$ cat config.mk
export PLATFORM = sky130hd
export DESIGN_NAME = skinny_serial_ctrl_flat
export DESIGN_NICKNAME = d
export VERILOG_FILES = /design/src/rtl/skinny_serial_ctrl_if.sv /design/src/rtl/skinny_serial_ctrl.sv /design/src/flat_wrapper.sv
export SDC_FILE = /design/constraint.sdc
export NUM_CORES = 1
export LEC_CHECK = 0
export ABC_AREA = 1
export ABC_CLOCK_PERIOD_IN_PS = 1550
export BUFFER_PORTS_ARGS = -buffer_cell sky130_fd_sc_hd__buf_2
export CAP_MARGIN = 20
export CORE_AREA = 2 2 59 67
export DETAILED_ROUTE_END_ITERATION = 7
export DIE_AREA = 0 0 61 69
export PLACE_DENSITY = 0.8
export RECOVER_POWER = 25
export SLEW_MARGIN = 20
export SYNTH_ARGS = -nofsm -noshare
export SYNTH_HDL_FRONTEND = slang
export SYNTH_SLANG_ARGS = --single-unit
$ cat constraint.sdc
create_clock -name clk -period 1.55 [get_ports clk]
set_input_delay 0 -clock clk [delete_from_list [all_inputs] [get_ports clk]]
set_output_delay 0 -clock clk [all_outputs]
set_load 0.02 [all_outputs]
$ cat src/rtl/skinny_serial_ctrl_if.sv
// Handshake bundle between the mode FSM / byte streams and skinny_serial_ctrl.
interface skinny_serial_ctrl_if;
  logic start;
  logic done;
  logic busy;
  logic pdi_valid;
  logic pdi_ready;
  logic pdo_valid;
  logic pdo_ready;

  modport master (output start, pdi_valid, pdo_ready,
                  input  done, busy, pdi_ready, pdo_valid);
  modport slave  (input  start, pdi_valid, pdo_ready,
                  output done, busy, pdi_ready, pdo_valid);
endinterface

$ cat src/rtl/skinny_serial_ctrl.sv
// Byte-serial SKINNY-128-384 control sequencer: load 16 bytes, ROUNDS x (SB, MX), unload 16 bytes.
// Decryption sequencing (MX before SB, inverse LFSR and tweakey chains) is built when SKINNY_DEC_EN is defined.
module skinny_serial_ctrl #(
  parameter int ROUNDS = 40,
  parameter int CYC_SB = 16,
  parameter int CYC_MX = 4
) (
  input  logic                clk,
  input  logic                rst_n,
  skinny_serial_ctrl_if.slave bus,
`ifdef SKINNY_DEC_EN
  input  logic                dec,
  output logic                sdec,
`endif
  output logic [5:0]          round,
  output logic [3:0]          sen,
  output logic                schain,
  output logic                smxc,
  output logic                smode,
  output logic                srst,
  output logic                tk1se,
  output logic                tk1ksch,
  output logic                tk1chain,
  output logic                tk2ksch,
  output logic                tk2chain,
  output logic                tk3ksch,
  output logic                tk3chain,
  output logic                tk1s,
  output logic [7:0]          con
);

  typedef enum logic [2:0] {IDLE, LOAD, SB, MX, UNLOAD} state_t;

  localparam logic [4:0] BYTE_LAST  = 5'd15;
  localparam logic [4:0] SB_LAST    = 5'(CYC_SB - 1);
  localparam logic [4:0] MX_LAST    = 5'(CYC_MX - 1);
  localparam logic [5:0] ROUND_LAST = 6'(ROUNDS - 1);

  state_t     state_q, state_d;
  logic [4:0] cyc_q, cyc_d;
  logic [5:0] round_q, round_d;
  logic [5:0] rc_q, rc_d;
  logic       done_q, done_d;
  logic       dec_q, dec_d;
  logic       dec_in_s;
  logic       pdi_ready_s, pdo_valid_s;

  function automatic logic [5:0] rc_fwd(input logic [5:0] v);
    return {v[4:0], v[5] ^ v[4] ^ 1'b1};
  endfunction

  function automatic logic [5:0] rc_inv(input logic [5:0] v);
    return {v[0] ^ v[5] ^ 1'b1, v[5:1]};
  endfunction

`ifdef SKINNY_DEC_EN
  assign dec_in_s = dec;
  assign sdec     = (state_q != IDLE) && dec_q;
`else
  assign dec_in_s = 1'b0;
`endif

  assign bus.busy      = (state_q != IDLE);
  assign bus.done      = done_q;
  assign bus.pdi_ready = pdi_ready_s;
  assign bus.pdo_valid = pdo_valid_s;
  assign round         = round_q;

  // Next-state, counter/LFSR update and per-cycle control words
  always_comb begin
    state_d     = state_q;
    cyc_d       = cyc_q;
    round_d     = round_q;
    rc_d        = rc_q;
    done_d      = 1'b0;
    dec_d       = dec_q;
    pdi_ready_s = 1'b0;
    pdo_valid_s = 1'b0;
    sen         = 4'h0;
    schain      = 1'b0;
    smxc        = 1'b0;
    smode       = 1'b0;
    srst        = 1'b0;
    tk1se       = 1'b0;
    tk1ksch     = 1'b0;
    tk1chain    = 1'b0;
    tk2ksch     = 1'b0;
    tk2chain    = 1'b0;
    tk3ksch     = 1'b0;
    tk3chain    = 1'b0;
    tk1s        = 1'b0;
    con         = 8'h00;
    case (state_q)
      IDLE: begin
        if (bus.start) begin
          state_d = LOAD;
          srst    = 1'b1;
          cyc_d   = 5'd0;
          round_d = 6'd0;
          dec_d   = dec_in_s;
          rc_d    = dec_in_s ? 6'h1A : 6'h00;
        end else begin
          state_d = IDLE;
        end
      end
      LOAD: begin
        pdi_ready_s = bus.pdi_valid;
        if (bus.pdi_valid) begin
          sen    = 4'hF;
          schain = 1'b1;
          if (cyc_q == BYTE_LAST) begin
            cyc_d   = 5'd0;
            // decryption already starts from the last-round constant
            rc_d    = dec_q ? rc_q : rc_fwd(rc_q);
            state_d = dec_q ? MX : SB;
          end else begin
            cyc_d = cyc_q + 5'd1;
          end
        end else begin
          cyc_d = cyc_q;
        end
      end
      SB: begin
        sen      = 4'hF;
        schain   = 1'b1;
        tk1ksch  = 1'b1;
        tk2ksch  = 1'b1;
        tk3ksch  = 1'b1;
        tk1chain = ~dec_q;
        tk2chain = ~dec_q;
        tk3chain = ~dec_q;
        tk1s     = (cyc_q < 5'd8);
        if (cyc_q == 5'd0) begin
          con = {4'h0, rc_q[3:0]};
        end else if (cyc_q == 5'd4) begin
          con = {6'h00, rc_q[5:4]};
        end else if (cyc_q == 5'd8) begin
          con = 8'h02;
        end else begin
          con = 8'h00;
        end
        if (cyc_q == SB_LAST) begin
          cyc_d = 5'd0;
          if (!dec_q) begin
            state_d = MX;
          end else if (round_q == ROUND_LAST) begin
            state_d = UNLOAD;
          end else begin
            round_d = round_q + 6'd1;
            rc_d    = rc_inv(rc_q);
            state_d = MX;
          end
        end else begin
          cyc_d = cyc_q + 5'd1;
        end
      end
      MX: begin
        smxc = 1'b1;
        sen  = 4'hF;
        if (cyc_q == MX_LAST) begin
          cyc_d = 5'd0;
          if (dec_q) begin
            state_d = SB;
          end else if (round_q == ROUND_LAST) begin
            state_d = UNLOAD;
          end else begin
            round_d = round_q + 6'd1;
            rc_d    = rc_fwd(rc_q);
            state_d = SB;
          end
        end else begin
          cyc_d = cyc_q + 5'd1;
        end
      end
      UNLOAD: begin
        pdo_valid_s = 1'b1;
        if (bus.pdo_ready) begin
          sen   = 4'hF;
          smode = 1'b1;
          if (cyc_q == BYTE_LAST) begin
            cyc_d   = 5'd0;
            done_d  = 1'b1;
            state_d = IDLE;
          end else begin
            cyc_d = cyc_q + 5'd1;
          end
        end else begin
          cyc_d = cyc_q;
        end
      end
      default: begin
        state_d = IDLE;
      end
    endcase
  end

  // State, counters, LFSR and done pulse register
  always_ff @(posedge clk or negedge rst_n) begin
    if (!rst_n) begin
      state_q <= IDLE;
      cyc_q   <= 5'd0;
      round_q <= 6'd0;
      rc_q    <= 6'h00;
      done_q  <= 1'b0;
      dec_q   <= 1'b0;
    end else begin
      state_q <= state_d;
      cyc_q   <= cyc_d;
      round_q <= round_d;
      rc_q    <= rc_d;
      done_q  <= done_d;
      dec_q   <= dec_d;
    end
  end

endmodule

$ cat src/flat_wrapper.sv
// flat-port wrapper written by rule: the top's interface ports become plain ports
module skinny_serial_ctrl_flat 
#(
  parameter int ROUNDS = 40,
  parameter int CYC_SB = 16,
  parameter int CYC_MX = 4
)
  (clk, rst_n, round, sen, schain, smxc, smode, srst, tk1se, tk1ksch, tk1chain, tk2ksch, tk2chain, tk3ksch, tk3chain, tk1s, con, bus_start, bus_pdi_valid, bus_pdo_ready, bus_done, bus_busy, bus_pdi_ready, bus_pdo_valid);
  skinny_serial_ctrl_if bus_i ();
  input  logic clk;
  input  logic rst_n;
  output logic [5:0] round;
  output logic [3:0] sen;
  output logic schain;
  output logic smxc;
  output logic smode;
  output logic srst;
  output logic tk1se;
  output logic tk1ksch;
  output logic tk1chain;
  output logic tk2ksch;
  output logic tk2chain;
  output logic tk3ksch;
  output logic tk3chain;
  output logic tk1s;
  output logic [7:0] con;
  input wire logic [$bits(bus_i.start)-1:0] bus_start;
  input wire logic [$bits(bus_i.pdi_valid)-1:0] bus_pdi_valid;
  input wire logic [$bits(bus_i.pdo_ready)-1:0] bus_pdo_ready;
  output wire logic [$bits(bus_i.done)-1:0] bus_done;
  output wire logic [$bits(bus_i.busy)-1:0] bus_busy;
  output wire logic [$bits(bus_i.pdi_ready)-1:0] bus_pdi_ready;
  output wire logic [$bits(bus_i.pdo_valid)-1:0] bus_pdo_valid;
  assign bus_i.start = bus_start;
  assign bus_i.pdi_valid = bus_pdi_valid;
  assign bus_i.pdo_ready = bus_pdo_ready;
  assign bus_done = bus_i.done;
  assign bus_busy = bus_i.busy;
  assign bus_pdi_ready = bus_i.pdi_ready;
  assign bus_pdo_valid = bus_i.pdo_valid;
  skinny_serial_ctrl #(.ROUNDS(ROUNDS), .CYC_SB(CYC_SB), .CYC_MX(CYC_MX)) u_core (.clk(clk), .rst_n(rst_n), .bus(bus_i), .round(round), .sen(sen), .schain(schain), .smxc(smxc), .smode(smode), .srst(srst), .tk1se(tk1se), .tk1ksch(tk1ksch), .tk1chain(tk1chain), .tk2ksch(tk2ksch), .tk2chain(tk2chain), .tk3ksch(tk3ksch), .tk3chain(tk3chain), .tk1s(tk1s), .con(con));
endmodule
==> qor.yml <==
outcome: "finished clean"
routed_wire_length_per_instance_um: 12.3
vias_per_cell: 4.94
leakagePower_nw: 1.16
total_cts_buffers: 3
globalRouteOverflowTotal: 0
clock.fmax_ghz: 0.648
clock_power_share_pct: 39.2
die_w_um: 61
buffer_levels_on_the_longest_clock_path: 2
power_report.internal_total_mw: 0.736
clock_tree.root_cell: "clkbuf_8"
die_height_um: 69
tritoncts: "built"
synth.lib_cells_used.distinct: 28
power_density_nw_per_um2: 419
timing.final.crit_period_ps: 1540
finalCoreUtilization_pct: 64.2
seq_area_frac_synth_pct: 31.5
syn-cell-area_um2: 1670
worst_pin_slew_ps: 1140
worst_path_clk_slew_ps: 80
synth.ff_latch_count: 21
cts_sinks: 21
crit_chain: "buf_4 -> nor2_1 -> buf_4 -> nand3_1 -> nor3_1 -> buf_2"
power.switching_mw: 0.217
maximum_number_of_pins_on_one_net_before_global_route_repair: 22
place.port_buffers: 33
drtAntennaViolNets: 0
vias_in_the_first_global_route: 1517
fin_nets: 312
finalSetupViolCount: 0
synth_top_cells_by_area: "dfrtp_1, nand2_1, buf_4, inv_1, nor2_1"
ir_worst_vdd_v: 0.000332
grt_pass1_wl_um: 6530
finalWeightedCongestion: 0.915
dpl.hpwl_um: 2860
fraction_of_layout_cells_with_a_size_suffix_above_1_pct: 41.9
postSynthCellCount: 242
timing.final.hold_violations: 0
cap_viol_max_count: 0
synthesis.area_per_instance_um2: 6.89
cts_h_tree_depth: 1
drt_first_iter_violations: 67
critPathMostFrequentCell: "buf_4"
final_wirelength_um: 4330
sw_frac_of_total_pct: 22.7
dieArea_um2: 4210
antenna_found_initial: 0
critical-path-slowest-cell: "dfrtp_1"
detail_route.drc_violations: 0
clock_skew_ps: 1.15
worstPathMaxFanout: 3
io_pins: 39
worstHoldPathType: "in2reg"
worst_setup_path_start_kind: "flop"
core.rowCount: 23
post-route-period-util_pct: 99.6
drt-pass1-iter-count: 4
synthToLayoutAreaGrowth_pct: 36.3
floorplan.core_area_um2: 3540
endpoint_kind: "output port"
yosysWarnings: 0
setup.worst_path.class: "reg2out"
synth_top_area_share_pct: 31.5
finalHoldWorstSlack_ps: 27.2
vias: 1735
finalMaxSlewViolations: 0
cpPeakStageDelay_ps: 400
combinationalPowerShare_pct: 3.4
fillCellCount: 279
timing.setup.tns_ps: 0
clk-insertion-delay-late_ps: 270
maxSlewHeadroom_pct: 23.8
worst_ep_arrival_time_ps: 1540
seqPwrFrac_pct: 57.4
grt_usage_pct: 19.6
grt_setup_unrepaired: "true"
insertedDiodeCount: 0
netlist.top_cell.by_area: "dfrtp_1"
data_required_time_of_the_critical_path_ps: 1550
starting_density_of_the_core_pct: 47.1
logic make-up after synthesis:
| logic type | share of synthesized area (%) |
|---|---|
| fa+ha+maj | 3.75 |
| flops | 31.5 |
| buf+inv | 14.2 |
| simple gates | 45.5 |
| compound gates | 3.83 |
| other cells | 0.225 |
| xor+xnor | 1.05 |
synthesized netlist by cell type:
master / n
nand2_1: 81
inv_1: 24
nor2_1: 22
dfrtp_1: 21
nand3_1: 14
buf_4: 13
nand4_1: 10
inv_2: 7
nor2_2: 6
ha_1: 5
nand3_2: 5
a21oi_1: 4
nor3_1: 4
o21ai_0: 4
nand2_2: 3
nand2_4: 3
nand3_4: 2
nand3b_1: 2
nor2_4: 2
xor2_1: 2
a211oi_1: 1
buf_2: 1
buf_6: 1
conb_1: 1
inv_4: 1
o211ai_1: 1
o21ai_2: 1
or2_2: 1
stage by stage:
step	instance area (µm²)	std cells	total power, mW	setup WS (ps)
after floorplan	1690	246	0.581	16.1
after global placement	1920	330	0.588	49.1
after detailed placement	1920	330	0.588	-30.7
after CTS	2060	339	0.957	-9.07
after global routing	2270	351	0.976	-54.9
final	2270	351	0.953	6.13
power by group through the flow:
stage	clock network, mW	logic [mW]	registers (mW)
finish	0.374	0.0321	0.547
global route	0.392	0.0366	0.547
CTS	0.378	0.0317	0.547
detailed placement	0	0.0297	0.558
global placement	0	0.0296	0.558
floorplan	0	0.0224	0.558
cell type report:
class	instances	area, µm²	area share (%)
Sequential cell	21	529	23.3
Timing Repair Buffer	66	440	19.4
Tap cell	50	62.6	2.75
Multi-Input combinational cell	178	1060	46.7
Clock buffer	4	45.0	1.98
Inverter	32	135	5.94
cells in the final DEF, fill, tap and decap left out:
| cell type | synthesis | routed |
|---|---|---|
| ha_2 | 0 | 1 |
| dlygate4sd3_1 | 0 | 1 |
| clkinv_4 | 0 | 1 |
| xor2_1 | 2 | 2 |
| inv_4 | 1 | 4 |
| nor2_2 | 6 | 3 |
| conb_1 | 1 | 5 |
| nand3b_1 | 2 | 2 |
| dfrtp_1 | 21 | 18 |
| a211oi_2 | 0 | 1 |
| nor2_1 | 22 | 18 |
| ha_1 | 5 | 2 |
| nor3_1 | 4 | 4 |
| o21ai_0 | 4 | 4 |
| nand4_1 | 10 | 10 |
| buf_2 | 1 | 26 |
| clkbuf_8 | 0 | 3 |
| or2_2 | 1 | 1 |
| o211ai_1 | 1 | 1 |
| buf_6 | 1 | 3 |
| inv_2 | 7 | 7 |
| nand3_2 | 5 | 3 |
| a21oi_1 | 4 | 4 |
| ha_4 | 0 | 2 |
| inv_1 | 24 | 20 |
| nand3_4 | 2 | 5 |
| nand2_4 | 3 | 4 |
| buf_4 | 13 | 35 |
| dfrtp_2 | 0 | 3 |
| o21ai_2 | 1 | 1 |
| clkbuf_1 | 0 | 2 |
| nor2_4 | 2 | 9 |
| nand2_1 | 81 | 69 |
| nand3_1 | 14 | 13 |
| nand2_2 | 3 | 14 |
metal layers:
metal / routed length, µm / track usage [%] / part of all wire [%]
met5: 0 / 0 / 0
met4: 87 / 6.52 / 2.0
met3: 200 / 3.00 / 4.6
met2: 2310 / 33.2 / 53
met1: 1730 / 24.8 / 40
worst max-delay path: cells and delay by family, from the launching register on:
family        cells  cell delay (ps)
buf+inv           3              500
flops             1              400
simple gates      3              380
state kept, by name, summed over array words and instances (netlist names):
signal           cells
u_core.rc_q          6
u_core.round         6
u_core.cyc_q         5
u_core.state_q       3
u_core.bus.done      1
worst paths after layout:
path / to / slack [ps] / cells past startpoint / startpoint
worst max-delay path: con[3] / 6 / 6 / u_core.cyc_q[3]$_DFFE_PN0P_
worst min-delay path: u_core.bus.done$_DFF_PN0_ / 30 / 3 / bus_pdo_ready
worst max register to register: u_core.rc_q[0]$_DFFE_PN0P_ / 30 / 9 / u_core.cyc_q[1]$_DFFE_PN0P_
worst min register to register: u_core.rc_q[2]$_DFFE_PN0P_ / 490 / 2 / u_core.rc_q[2]$_DFFE_PN0P_
max in group asynchronous: u_core.state_q[2]$_DFFE_PN0P_ / 320 / 2 / rst_n
min in group asynchronous: u_core.round[3]$_DFFE_PN0P_ / 480 / 2 / rst_n
timing repair:
item	4_1_cts	5_1_grt
resized for setup	18	36
hold buffers	1	0
hold endpoints to repair	21	0
setup buffers	4	12
endpoints found under the setup margin	9	24
pin swaps	5	19
(Power assumes the default switching activity.)
